<file path="src/rtl/conf_pkg.sv">
// Shared types for the CONF feedback detector:
// FSM states, steer result codes, counter width helper.
package conf_pkg;

  typedef enum logic [1:0] {
    IDLE    = 2'd0,
    ACQUIRE = 2'd1,
    LOCKED  = 2'd2
  } state_e;

  localparam logic [1:0] STEER_UP = 2'b10;
  localparam logic [1:0] STEER_DN = 2'b01;
  localparam logic [1:0] BAL      = 2'b00;

  // Bits needed to hold values 0..n-1, never less than one.
  function automatic int cnt_w(input int n);
    return (n <= 2) ? 1 : $clog2(n);
  endfunction

endpackage

</file>
<file path="src/rtl/conf_sync2.sv">
// Two-flop synchronizer with synchronous active-high reset.
// Ports: clk, rst, d (async in), q (synchronized out).
module conf_sync2 (
  input  logic clk,
  input  logic rst,
  input  logic d,
  output logic q
);

  logic meta_q;
  logic sync_q;

  always_ff @(posedge clk) begin
    if (rst) begin
      meta_q <= 1'b0;
      sync_q <= 1'b0;
    end else begin
      meta_q <= d;
      sync_q <= meta_q;
    end
  end

  assign q = sync_q;

endmodule

</file>
<file path="src/rtl/conf_fb_detect.sv">
// Feedback conditioning ahead of CONF: sync, windowed vote, steer, lock.
// Ports: CLK, RST, EN, RAW_INVU/D in; O_INVU/D, WIN_DONE, CONFLICT, LOCK out.
module conf_fb_detect
  import conf_pkg::*;
#(
  parameter int WIN_CYCLES   = 16,
  parameter int THRESH       = 9,
  parameter int LOCK_WINDOWS = 4
) (
  input  logic CLK,
  input  logic RST,
  input  logic EN,
  input  logic RAW_INVU,
  input  logic RAW_INVD,
  output logic O_INVU,
  output logic O_INVD,
  output logic WIN_DONE,
  output logic CONFLICT,
  output logic LOCK
);

  localparam int SW = cnt_w(WIN_CYCLES + 1);
  localparam int WW = cnt_w(WIN_CYCLES);
  localparam int BW = cnt_w(LOCK_WINDOWS + 1);

  localparam logic [WW-1:0] WLAST = WW'(WIN_CYCLES - 1);
  localparam logic [SW-1:0] THR   = SW'(THRESH);
  localparam logic [BW-1:0] BMAX  = BW'(LOCK_WINDOWS);

  logic s_u;
  logic s_d;

  conf_sync2 u_sync_u (
    .clk (CLK),
    .rst (RST),
    .d   (RAW_INVU),
    .q   (s_u)
  );

  conf_sync2 u_sync_d (
    .clk (CLK),
    .rst (RST),
    .d   (RAW_INVD),
    .q   (s_d)
  );

  state_e          state_q, state_d;
  logic [SW-1:0]   cnt_u_q, cnt_u_d;
  logic [SW-1:0]   cnt_d_q, cnt_d_d;
  logic [WW-1:0]   win_q, win_d;
  logic [BW-1:0]   bal_q, bal_d;
  logic [1:0]      o_q, o_d;
  logic            done_q, done_d;
  logic            conf_q, conf_d;
  logic            lock_q, lock_d;

  logic [SW-1:0]   sum_u;
  logic [SW-1:0]   sum_d;
  logic            v_u;
  logic            v_d;

  always_comb begin
    state_d = state_q;
    cnt_u_d = cnt_u_q;
    cnt_d_d = cnt_d_q;
    win_d   = win_q;
    bal_d   = bal_q;
    o_d     = o_q;
    done_d  = 1'b0;
    conf_d  = 1'b0;
    sum_u   = cnt_u_q + {{(SW-1){1'b0}}, s_u};
    sum_d   = cnt_d_q + {{(SW-1){1'b0}}, s_d};
    v_u     = (sum_u >= THR);
    v_d     = (sum_d >= THR);

    unique case (state_q)
      IDLE: begin
        cnt_u_d = '0;
        cnt_d_d = '0;
        win_d   = '0;
        bal_d   = '0;
        o_d     = BAL;
        if (EN) state_d = ACQUIRE;
      end
      ACQUIRE, LOCKED: begin
        if (!EN) begin
          // Disable wins over a window that ends on the same edge.
          state_d = IDLE;
          cnt_u_d = '0;
          cnt_d_d = '0;
          win_d   = '0;
          bal_d   = '0;
          o_d     = BAL;
        end else if (win_q == WLAST) begin
          cnt_u_d = '0;
          cnt_d_d = '0;
          win_d   = '0;
          done_d  = 1'b1;
          unique case ({v_u, v_d})
            STEER_UP: begin
              o_d     = STEER_UP;
              bal_d   = '0;
              state_d = ACQUIRE;
            end
            STEER_DN: begin
              o_d     = STEER_DN;
              bal_d   = '0;
              state_d = ACQUIRE;
            end
            BAL: begin
              o_d   = BAL;
              bal_d = (bal_q == BMAX) ? BMAX : bal_q + BW'(1);
              if (bal_d == BMAX) state_d = LOCKED;
            end
            default: begin
              // Both high: keep the previous steer, it is still safe.
              conf_d  = 1'b1;
              bal_d   = '0;
              state_d = ACQUIRE;
            end
          endcase
        end else begin
          cnt_u_d = sum_u;
          cnt_d_d = sum_d;
          win_d   = win_q + WW'(1);
        end
      end
      default: begin
        state_d = IDLE;
        o_d     = BAL;
      end
    endcase

    lock_d = (state_d == LOCKED);
  end

  always_ff @(posedge CLK) begin
    if (RST) begin
      state_q <= IDLE;
      cnt_u_q <= '0;
      cnt_d_q <= '0;
      win_q   <= '0;
      bal_q   <= '0;
      o_q     <= BAL;
      done_q  <= 1'b0;
      conf_q  <= 1'b0;
      lock_q  <= 1'b0;
    end else begin
      state_q <= state_d;
      cnt_u_q <= cnt_u_d;
      cnt_d_q <= cnt_d_d;
      win_q   <= win_d;
      bal_q   <= bal_d;
      o_q     <= o_d;
      done_q  <= done_d;
      conf_q  <= conf_d;
      lock_q  <= lock_d;
    end
  end

  assign O_INVU   = o_q[1];
  assign O_INVD   = o_q[0];
  assign WIN_DONE = done_q;
  assign CONFLICT = conf_q;
  assign LOCK     = lock_q;

endmodule

</file>
<file path="config.mk">
export PLATFORM = sky130hd
export DESIGN_NAME = conf_fb_detect
export DESIGN_NICKNAME = d
export VERILOG_FILES = /design/src/rtl/conf_pkg.sv /design/src/rtl/conf_sync2.sv /design/src/rtl/conf_fb_detect.sv
export SDC_FILE = /design/constraint.sdc
export NUM_CORES = 1
export LEC_CHECK = 0
export BUFFER_PORTS_ARGS = -buffer_cell sky130_fd_sc_hd__buf_2
export CAP_MARGIN = 20
export CORE_UTILIZATION = 60
export DETAILED_ROUTE_END_ITERATION = 10
export PLACE_DENSITY = 0.77
export SLEW_MARGIN = 5
export SYNTH_ARGS = -nofsm -noshare
export SYNTH_HDL_FRONTEND = slang
export SYNTH_HIERARCHICAL = 1
export SYNTH_SLANG_ARGS = --single-unit
</file>
<file path="constraint.sdc">
create_clock -name CLK -period 3.94 [get_ports CLK]
set_input_delay 0.788 -clock CLK [delete_from_list [all_inputs] [get_ports CLK]]
set_output_delay 0.788 -clock CLK [all_outputs]
set_load 0.005 [all_outputs]
</file>
==> flow_summary.ini, run 1 <==
[yosys]
synthesis.area_um2 = 1340
yosys.area.top_type_share = 0.418
synth_top_cell_by_area = dfxtp_1
syn_nets = 161
ys_async_sr_fraction = 0
yosys_warnings = 6
ys_types = 33
synth_edf_count = 0
ys_seq_elements = 28
ys_seq_area_frac = 0.418
netlist_instances = 147
yosys_most_used_dff = dfxtp_1
synth_area_leaders = dfxtp_1 (42%), ha_1 (8.4%), nand3b_1 (6.2%)
avgSynthCellArea_um2 = 9.12

[placement]
port_buffers = 9
dp.cells = 177
preCtsSetupSlack_ns = 1.98
hpwl_um = 1730
routabilityCongestion = 0.759

[clock_network]
htree_levels = 1
cts_sinks = 28
cts_buffers = 3
clkSlewWorstSetupHoldPaths_ns = 0.15
postCtsHoldBufs = 0
post_cts_buffers = 0
root_buffer = clkbuf_4
worstSkewPairLatency_ns = 0.33
ctsResizeCount = 0
clockBufferDepth = 2
cts_tree = done

[pwr]
cellLeakagePower_uw = 0.000569
power_frac_clock = 0.304
power.density_nw_per_um2 = 320
netSwitchingFraction = 0.227
p_int_uw = 355
total_power_uw = 458
vdd_drop_max_uv = 212
seq_power_share = 0.631
pwr-share-comb = 0.065
net-switching-power_uw = 104

[routing]
drt_iter0_drc = 27
wl_per_cell_um = 13.3
route.detailed.drc = 0
finalWirelength_um = 2410
vias = 1062
drt-vias-per-instance = 5.87
ant_nets = 0
drt_pass1_iterations = 4

[floorplanning]
start_util = 0.663
core-area_um2 = 2020
fp.dieH_um = 49.3
ios = 10
die_width_um = 49.3
placementRows = 16
dieArea_um2 = 2430

[sta]
rsz0062_at_grt = false
worstMarginPinSlew_ns = 0.712
finalHoldViolCount = 0
setup_viol = 0
setup_ws_ns = 1.95
slew_violations = 0
min_period_ns = 1.99
fin_skew_ns = 0.00404
post-route-period-util = 0.505
timing.setup.tns_ns = 0
relSlewSlack = 0.525
max_freq_ghz = 0.503

[critical_path]
critical_path_class = register to register
cp-start-kind = register
crit_buf_inv = 0
worstPathRequired_ns = 4.19
cp_max_fo = 5
r2r-start = u_sync_d/q$_SDFF_PP0_
critPathMaxStageDelay_ns = 0.35
reg2reg_slack_ns = 1.95
worstSetupEndpointType = register
path_depth = 7
critPathArrivalTime_ns = 2.24
path_cells = ha_1 -> ha_1 -> xor2_1 -> or3_4 -> a21oi_4 -> nand2_4 -> o41ai_2
crit_top_cell = ha_1
cpMaxStageDelayCell = or3_4
rr_worst_depth = 7
reg2reg_to = bal_q[2]$_SDFFE_PP0P_
crit_family = compound AO/OA/AOI/OAI gates

[finish]
multi_input_area_um2 = 739
final_nets = 169
post-route-util = 0.709
layout.area.seq_um2 = 561
stdcell_count = 181
syn_to_final_growth_pct = 6.90
antenna_cells = 0
fill_cells = 176
drive_gt1_frac = 0.123

[grt]
grtUsageTotal = 0.220
grt_pass1_vias = 946
antenna_found_initial = 0
overflow = 0
grt_max_degree = 25
grt_pass1_wl_um = 4090

[min_path]
whs_path_depth = 2
min_from = cnt_d_q[0]$_SDFFE_PP0P_
hold_class = register to register
min_to = cnt_d_q[0]$_SDFFE_PP0P_

[flow_run]
maxCapViolCount = 0

[outcome]
status = complete, no violations
## routing by layer
metal,part of all wire,up-vias,track usage
li1,-,541,-
met1,0.48,495,0.276
met2,0.48,22,0.372
met3,0.031,4,0.0280
met4,0.012,0,0.103
met5,0,-,0
## cells in the mapped netlist (2+ instances only)
master and instances:
a211oi_1 2, a21oi_1 13, a21oi_4 2, a22oi_1 5, clkbuf_1 5, dfxtp_1 28
ha_1 9, inv_1 5, nand2_1 8, nand3_1 8, nand3b_1 11, nor2_1 14
nor2b_1 4, nor3_1 3, o21ai_0 5, o31ai_1 3, or3_4 2, xnor2_1 4
xor2_1 2
## worst max path at each step
stage,start,endpoint
3_3_place_gp,u_sync_d/q$_SDFF_PP0_,bal_q[2]$_SDFFE_PP0P_
6_report,u_sync_d/q$_SDFF_PP0_,bal_q[2]$_SDFFE_PP0P_
3_5_place_dp,u_sync_u/q$_SDFF_PP0_,bal_q[2]$_SDFFE_PP0P_
4_1_cts,u_sync_d/q$_SDFF_PP0_,bal_q[2]$_SDFFE_PP0P_
5_1_grt,u_sync_d/q$_SDFF_PP0_,bal_q[2]$_SDFFE_PP0P_
2_1_floorplan,u_sync_u/q$_SDFF_PP0_,bal_q[2]$_SDFFE_PP0P_
## cells by family (layout without fill, tap and decap cells)
logic type,after synthesis,count (layout),share of synthesized area
adders and majority gates,9,9,0.0840
buffers and inverters,11,18,0.0308
AOI/OAI and AO/OA,37,37,0.193
and+or+nand+nor,56,56,0.235
xor gates and xnor gates,6,6,0.0392
DFF,28,28,0.418
## layout by cell type, fill, tap and decap left out, drive strengths merged
| cell type | count |
|---|---|
| a31oi | 1 |
| nand3 | 8 |
| ha | 9 |
| nor4 | 1 |
| o41ai | 1 |
| clkbuf | 4 |
| and3 | 1 |
| nor2b | 4 |
| or3 | 2 |
| inv | 5 |
| xnor2 | 4 |
| o211ai | 1 |
| a211oi | 2 |
| xor2 | 2 |
| nand3b | 11 |
| nor3 | 3 |
| or2 | 1 |
| a22oi | 5 |
| nor2 | 14 |
| a311oi | 1 |
| dfxtp | 28 |
| nand2 | 9 |
| o31ai | 3 |
| buf | 9 |
| a32o | 1 |
| or4b | 1 |
| o21ai | 6 |
| a21o | 1 |
| nor3b | 1 |
| a21oi | 15 |
## stage by stage
stage / hold slack [ns] / area [um2]
final: 0.469 / 1430
after global routing: 0.482 / 1430
after CTS: 0.469 / 1430
after detailed placement: 0.447 / 1400
after global placement: 0.426 / 1400
after floorplan: 0.414 / 1340
## flip-flops by register name, indices dropped and copies added (netlist names)
name,cells
u_sync_d/meta_q,1
cnt_d_q,5
u_sync_u/meta_q,1
win_q,4
state_q,2
bal_q,3
cnt_u_q,5
o_q,2
u_sync_d/q,1
CONFLICT,1
u_sync_u/q,1
WIN_DONE,1
LOCK,1
## cell type report
type	instances	share of cell area
Clock buffer	4	0.0253
Inverter	5	0.0131
Multi-Input combinational cell	108	0.516
Sequential cell	28	0.391
Tap cell	27	0.0236
Timing Repair Buffer	9	0.0314
## power by group through the flow
stage	Sequential, uW	Clock (uW)	Combinational, uW
2_1_floorplan	295	0	21.9
3_3_place_gp	295	0	28.5
3_5_place_dp	296	0	29.2
4_1_cts	289	143	29.7
5_1_grt	290	154	33.6
6_report	289	139	29.8
## worst reg2reg max path, stage by stage, from the launching register on
cell,delay [ns]
dfxtp_1,0.33
ha_1,0.21
ha_1,0.24
xor2_1,0.16
or3_4,0.35
a21oi_4,0.24
nand2_4,0.10
o41ai_2,0.30
Power figures use the tool's default switching activity.
==> inputs of run 2 (changes only) <==
Settings changed: CORE_UTILIZATION 60 to 58, PLACE_DENSITY 0.77 to 0.74.
Clock period 3.94 ns to 2 ns, I/O delays scaled along.
==> flow_summary.ini, run 2 (same netlist as run 1, synthesis figures left out) <==
[sta]
worstMarginPinSlew_ns = 0.749
max_freq_ghz = 0.521
rsz0062_at_grt = false
post-route-period-util = 0.961
setup_viol = 0
timing.setup.tns_ns = 0
slew_violations = 0
min_period_ns = 1.92
fin_skew_ns = 0.00509
relSlewSlack = 0.495
finalHoldViolCount = 0

[routing]
ant_nets = 0
finalWirelength_um = 2640
drt_pass1_iterations = 4
wl_per_cell_um = 14.1
vias = 1089
drt_iter0_drc = 30
drt-vias-per-instance = 5.82
route.detailed.drc = 0

[floorplanning]
ios = 10
fp.dieH_um = 50.1
placementRows = 17
die_width_um = 50.1
core-area_um2 = 2190
dieArea_um2 = 2510
start_util = 0.612

[finish]
final_nets = 175
largestRegisters = cnt_d_q: 5 flops, cnt_u_q: 5 flops, win_q: 4 flops
layout_common_cells = dfxtp_1 (28), nor2_1 (14), a21oi_1 (13), nand3b_1 (11), buf_2 (9)
syn_to_final_growth_pct = 9.70
post-route-util = 0.672
antenna_cells = 0
fill_cells = 185
stdcell_count = 187
fin_area_um2 = 1470
final_common_cell = dfxtp_1
drive_gt1_frac = 0.164

[grt]
grt_max_degree = 15
grt_pass1_vias = 1027
antenna_found_initial = 0
grtUsageTotal = 0.229
overflow = 0
grt_pass1_wl_um = 4400

[pwr]
power.density_nw_per_um2 = 586
vdd_drop_max_uv = 622
cellLeakagePower_uw = 0.000585
total_power_uw = 862

[critical_path]
reg2reg_to = bal_q[2]$_SDFFE_PP0P_
critPathArrivalTime_ns = 2.16
cp_max_fo = 5
cpMaxStageDelayCell = or3_4
critical_path_class = register to register
r2r-start = u_sync_u/q$_SDFF_PP0_
critPathMaxStageDelay_ns = 0.34
path_cells = ha_1 -> ha_2 -> xor2_1 -> or3_4 -> a21oi_4 -> nand2_4 -> o41ai_2
worstPathRequired_ns = 2.24
reg2reg_slack_ns = 0.08
cp-start-kind = register
rr_worst_depth = 7
worstSetupEndpointType = register

[placement]
routabilityCongestion = 0.802
place_area_um2 = 1440
port_buffers = 9
hpwl_um = 1920
dp.cells = 184

[clock_network]
post_cts_buffers = 0
clkSlewWorstSetupHoldPaths_ns = 0.14
cts_buffers = 3
worstSkewPairLatency_ns = 0.32
cts_sinks = 28
root_buffer = clkbuf_4
clockBufferDepth = 2
cts_tree = done
htree_levels = 1

[min_path]
min_from = RAW_INVU
whs_path_depth = 2
hold_class = input pin to register
min_to = u_sync_u/meta_q$_SDFF_PP0_

[outcome]
status = complete, no violations

[flow_run]
maxCapViolCount = 0
==> run 2: changes by cell type in the layout (fill, tap and decap cells not counted), sizes merged <==
cell | previous run | this run
clkbuf | 4 | 3
buf | 9 | 15
==> run 2: layout make-up <==
cell class                      count  area (um2)  share of cell area
Multi-Input combinational cell    108         744               0.506
Timing Repair Buffer               15        90.1              0.0612
Inverter                            5        18.8              0.0128
Clock buffer                        3        22.5              0.0153
Sequential cell                    28         561               0.381
Tap cell                           28        35.0              0.0238
==> run 2: metal layers <==
metal	part of all wire	vias up	track usage
li1	-	553	-
met1	0.47	518	0.273
met2	0.50	16	0.418
met3	0.023	2	0.0556
met4	0.0049	0	0.0286
met5	0	-	0
==> run 2: worst max-delay path: cells and delay by family, from the launching register on <==
| kind | cells | cell delay, ns |
|---|---|---|
| AOI/OAI and AO/OA | 2 | 0.53 |
| adders and majority gates | 2 | 0.41 |
| xor gates and xnor gates | 1 | 0.14 |
| DFF | 1 | 0.33 |
| and+or+nand+nor | 2 | 0.43 |
==> run 2: where the power goes <==
part	leakage (uW)	internal [uW]	switching [uW]
Combinational	0.000344	26.2	39.6
Clock	0.0000138	70.6	156
Sequential	0.000227	566	4.46
Total	0.000585	662	200
==> run 2: how the worst max path moves through the flow <==
stage / start / endpoint / slack, ns / cells after the start
after floorplan: u_sync_u/q$_SDFF_PP0_ / bal_q[2]$_SDFFE_PP0P_ / 0.16 / 7
after global placement: u_sync_u/q$_SDFF_PP0_ / bal_q[2]$_SDFFE_PP0P_ / 0.09 / 7
after detailed placement: u_sync_u/q$_SDFF_PP0_ / bal_q[2]$_SDFFE_PP0P_ / 0.02 / 7
after CTS: cnt_d_q[0]$_SDFFE_PP0P_ / bal_q[2]$_SDFFE_PP0P_ / 0.01 / 7
after global routing: cnt_u_q[0]$_SDFFE_PP0P_ / bal_q[2]$_SDFFE_PP0P_ / 0.02 / 7
final: u_sync_u/q$_SDFF_PP0_ / bal_q[2]$_SDFFE_PP0P_ / 0.08 / 7
==> run 2: repair_timing <==
action | 4_1_cts | 5_1_grt
hold buffers | 0 | 0
gates resized for setup | 0 | 2
endpoints found under the setup margin | 0 | 3
==> run 2: through the flow <==
stage / hold WS (ns) / worst slack (ns)
finish: 0.281 / 0.0790
global route: 0.274 / 0.0225
CTS: 0.277 / 0.0128
detailed placement: 0.435 / 0.0244
global placement: 0.429 / 0.0950
floorplan: 0.414 / 0.161
==> inputs of run 3 (changes only) <==
Settings changed: CELL_PAD_IN_SITES_DETAIL_PLACEMENT set to 0, CELL_PAD_IN_SITES_GLOBAL_PLACEMENT set to 1, CORE_UTILIZATION 58 to 44, PLACE_DENSITY 0.74 to 0.73, SKIP_LAST_GASP set to 1.
==> flow_summary.ini, run 3 (same netlist as run 1, synthesis figures left out) <==
[floorplanning]
die_width_um = 57.2
start_util = 0.474
core-area_um2 = 2830
ios = 10
placementRows = 19
fp.dieH_um = 57.2
dieArea_um2 = 3270

[outcome]
violations = design-rule violations
status = complete, but fails checks

[finish]
final_common_cell = dfxtp_1
largestRegisters = cnt_d_q: 5 flops, cnt_u_q: 5 flops, win_q: 4 flops
final_nets = 176
antenna_cells = 0
stdcell_count = 192
layout_common_cells = dfxtp_1 (28), nor2_1 (14), a21oi_1 (13), nand3b_1 (11), buf_2 (9)
drive_gt1_frac = 0.174
fill_cells = 263
syn_to_final_growth_pct = 13.6

[grt]
grt_busiest_layer = met2
grt_max_degree = 17
grt_util_met1 = 0.228
grtUsageMet2 = 0.301
grtUsageMet3 = 0.0204
overflow = 0
grt_pass1_vias = 1026
antenna_found_initial = 0
grt_pass1_wl_um = 4510
grtUsageTotal = 0.177

[critical_path]
critPathArrivalTime_ns = 2.17
reg2reg_slack_ns = 0.09
critPathMaxStageDelay_ns = 0.34
r2r-start = u_sync_u/q$_SDFF_PP0_
cp-start-kind = register
critical_path_class = register to register
rr_worst_depth = 7
worstSetupEndpointType = register
cpMaxStageDelayCell = or3_4
path_cells = ha_1 -> ha_2 -> xor2_1 -> or3_4 -> a21oi_4 -> nand2_4 -> o41ai_4
cp-startpoint = u_sync_u/q$_SDFF_PP0_
worstPathRequired_ns = 2.26
cp_max_fo = 5

[min_path]
min_from = RAW_INVD
hold_class = input pin to register
whs_path_depth = 2

[routing]
drt_iter0_drc = 15
vias = 1077
drt_pass1_iterations = 7
ant_nets = 0
route.detailed.drc = 2
wl_per_cell_um = 13.2
finalWirelength_um = 2530
drt-vias-per-instance = 5.61

[sta]
relSlewSlack = 0.633
fin_skew_ns = 0.00781
post-route-period-util = 0.956
rsz0062_at_grt = false
setup_viol = 0
worstMarginPinSlew_ns = 0.547
slew_violations = 0
timing.setup.tns_ns = 0
min_period_ns = 1.91
finalHoldViolCount = 0
max_freq_ghz = 0.523

[pwr]
vdd_drop_max_uv = 390
net-switching-power_uw = 218
power.density_nw_per_um2 = 664
seq_power_share = 0.563
p_int_uw = 794
cellLeakagePower_uw = 0.000600
netSwitchingFraction = 0.216
pwr-share-comb = 0.065
power_frac_clock = 0.372

[clock_network]
htree_levels = 1
root_buffer = clkbuf_4
cts_tree = done
clockBufferDepth = 2
cts_sinks = 28
clkSlewWorstSetupHoldPaths_ns = 0.16
cts_buffers = 3
worstSkewPairLatency_ns = 0.33
postCtsHoldBufs = 0

[flow_run]
maxCapViolCount = 0

[placement]
dp.cells = 186
hpwl_um = 1820
port_buffers = 9
routabilityCongestion = 0.784
[run 3: stage by stage]
step                      setup slack (ns)   util  area [um2]  total power, uW  hold WS (ns)
after floorplan                      0.161      -        1340              624         0.414
after global placement               0.113  0.509        1440              645         0.429
after detailed placement            0.0519  0.509        1440              646         0.429
after CTS                           0.0182  0.528        1490             1020         0.248
after global routing               0.00395  0.539        1520             1050         0.256
final                               0.0879  0.539        1520             1010         0.264
[run 3: path summary, 6_finish.rpt]
kind,endpoint
min reg2reg,u_sync_d/q$_SDFF_PP0_
min,u_sync_d/meta_q$_SDFF_PP0_
max reg2reg,bal_q[2]$_SDFFE_PP0P_
max,bal_q[2]$_SDFFE_PP0P_
[run 3: final cells by class]
type	instances	area (um2)	area share
multi-input combinational	108	756	0.496
sequential	28	561	0.368
timing repair buffer	16	97.6	0.0640
tap	31	38.8	0.0255
clock inverter	1	30.0	0.0197
clock buffer	3	22.5	0.0148
inverter	5	18.8	0.0123
[run 3: per-layer routing]
metal / vias up / wire, um
li1: 558 / -
met1: 500 / 1260
met2: 15 / 1180
met3: 4 / 67
met4: 0 / 35
met5: - / 0
[run 3: power groups by stage]
stage	Combinational, uW	Sequential, uW	Clock, uW
after CTS	64.1	570	390
after global routing	74.2	571	406
after detailed placement	64.0	582	0
final	65.6	570	377
after floorplan	43.2	581	0
after global placement	63.7	582	0
[run 3: worst max-delay path, delay by kind of cell (launching register included)]
family                   cells  cell delay [ns]
flip-flops                   1             0.33
adder cells (fa/ha/maj)      2             0.40
XOR/XNOR                     1             0.14
AO/OA/AOI/OAI                2             0.52
AND/OR/NAND/NOR              2             0.44
[run 3: timing repair]
item | 4_1_cts | 5_1_grt
gates resized for setup | 0 | 4
setup buffers | 0 | 2
endpoints found under the setup margin | 0 | 4
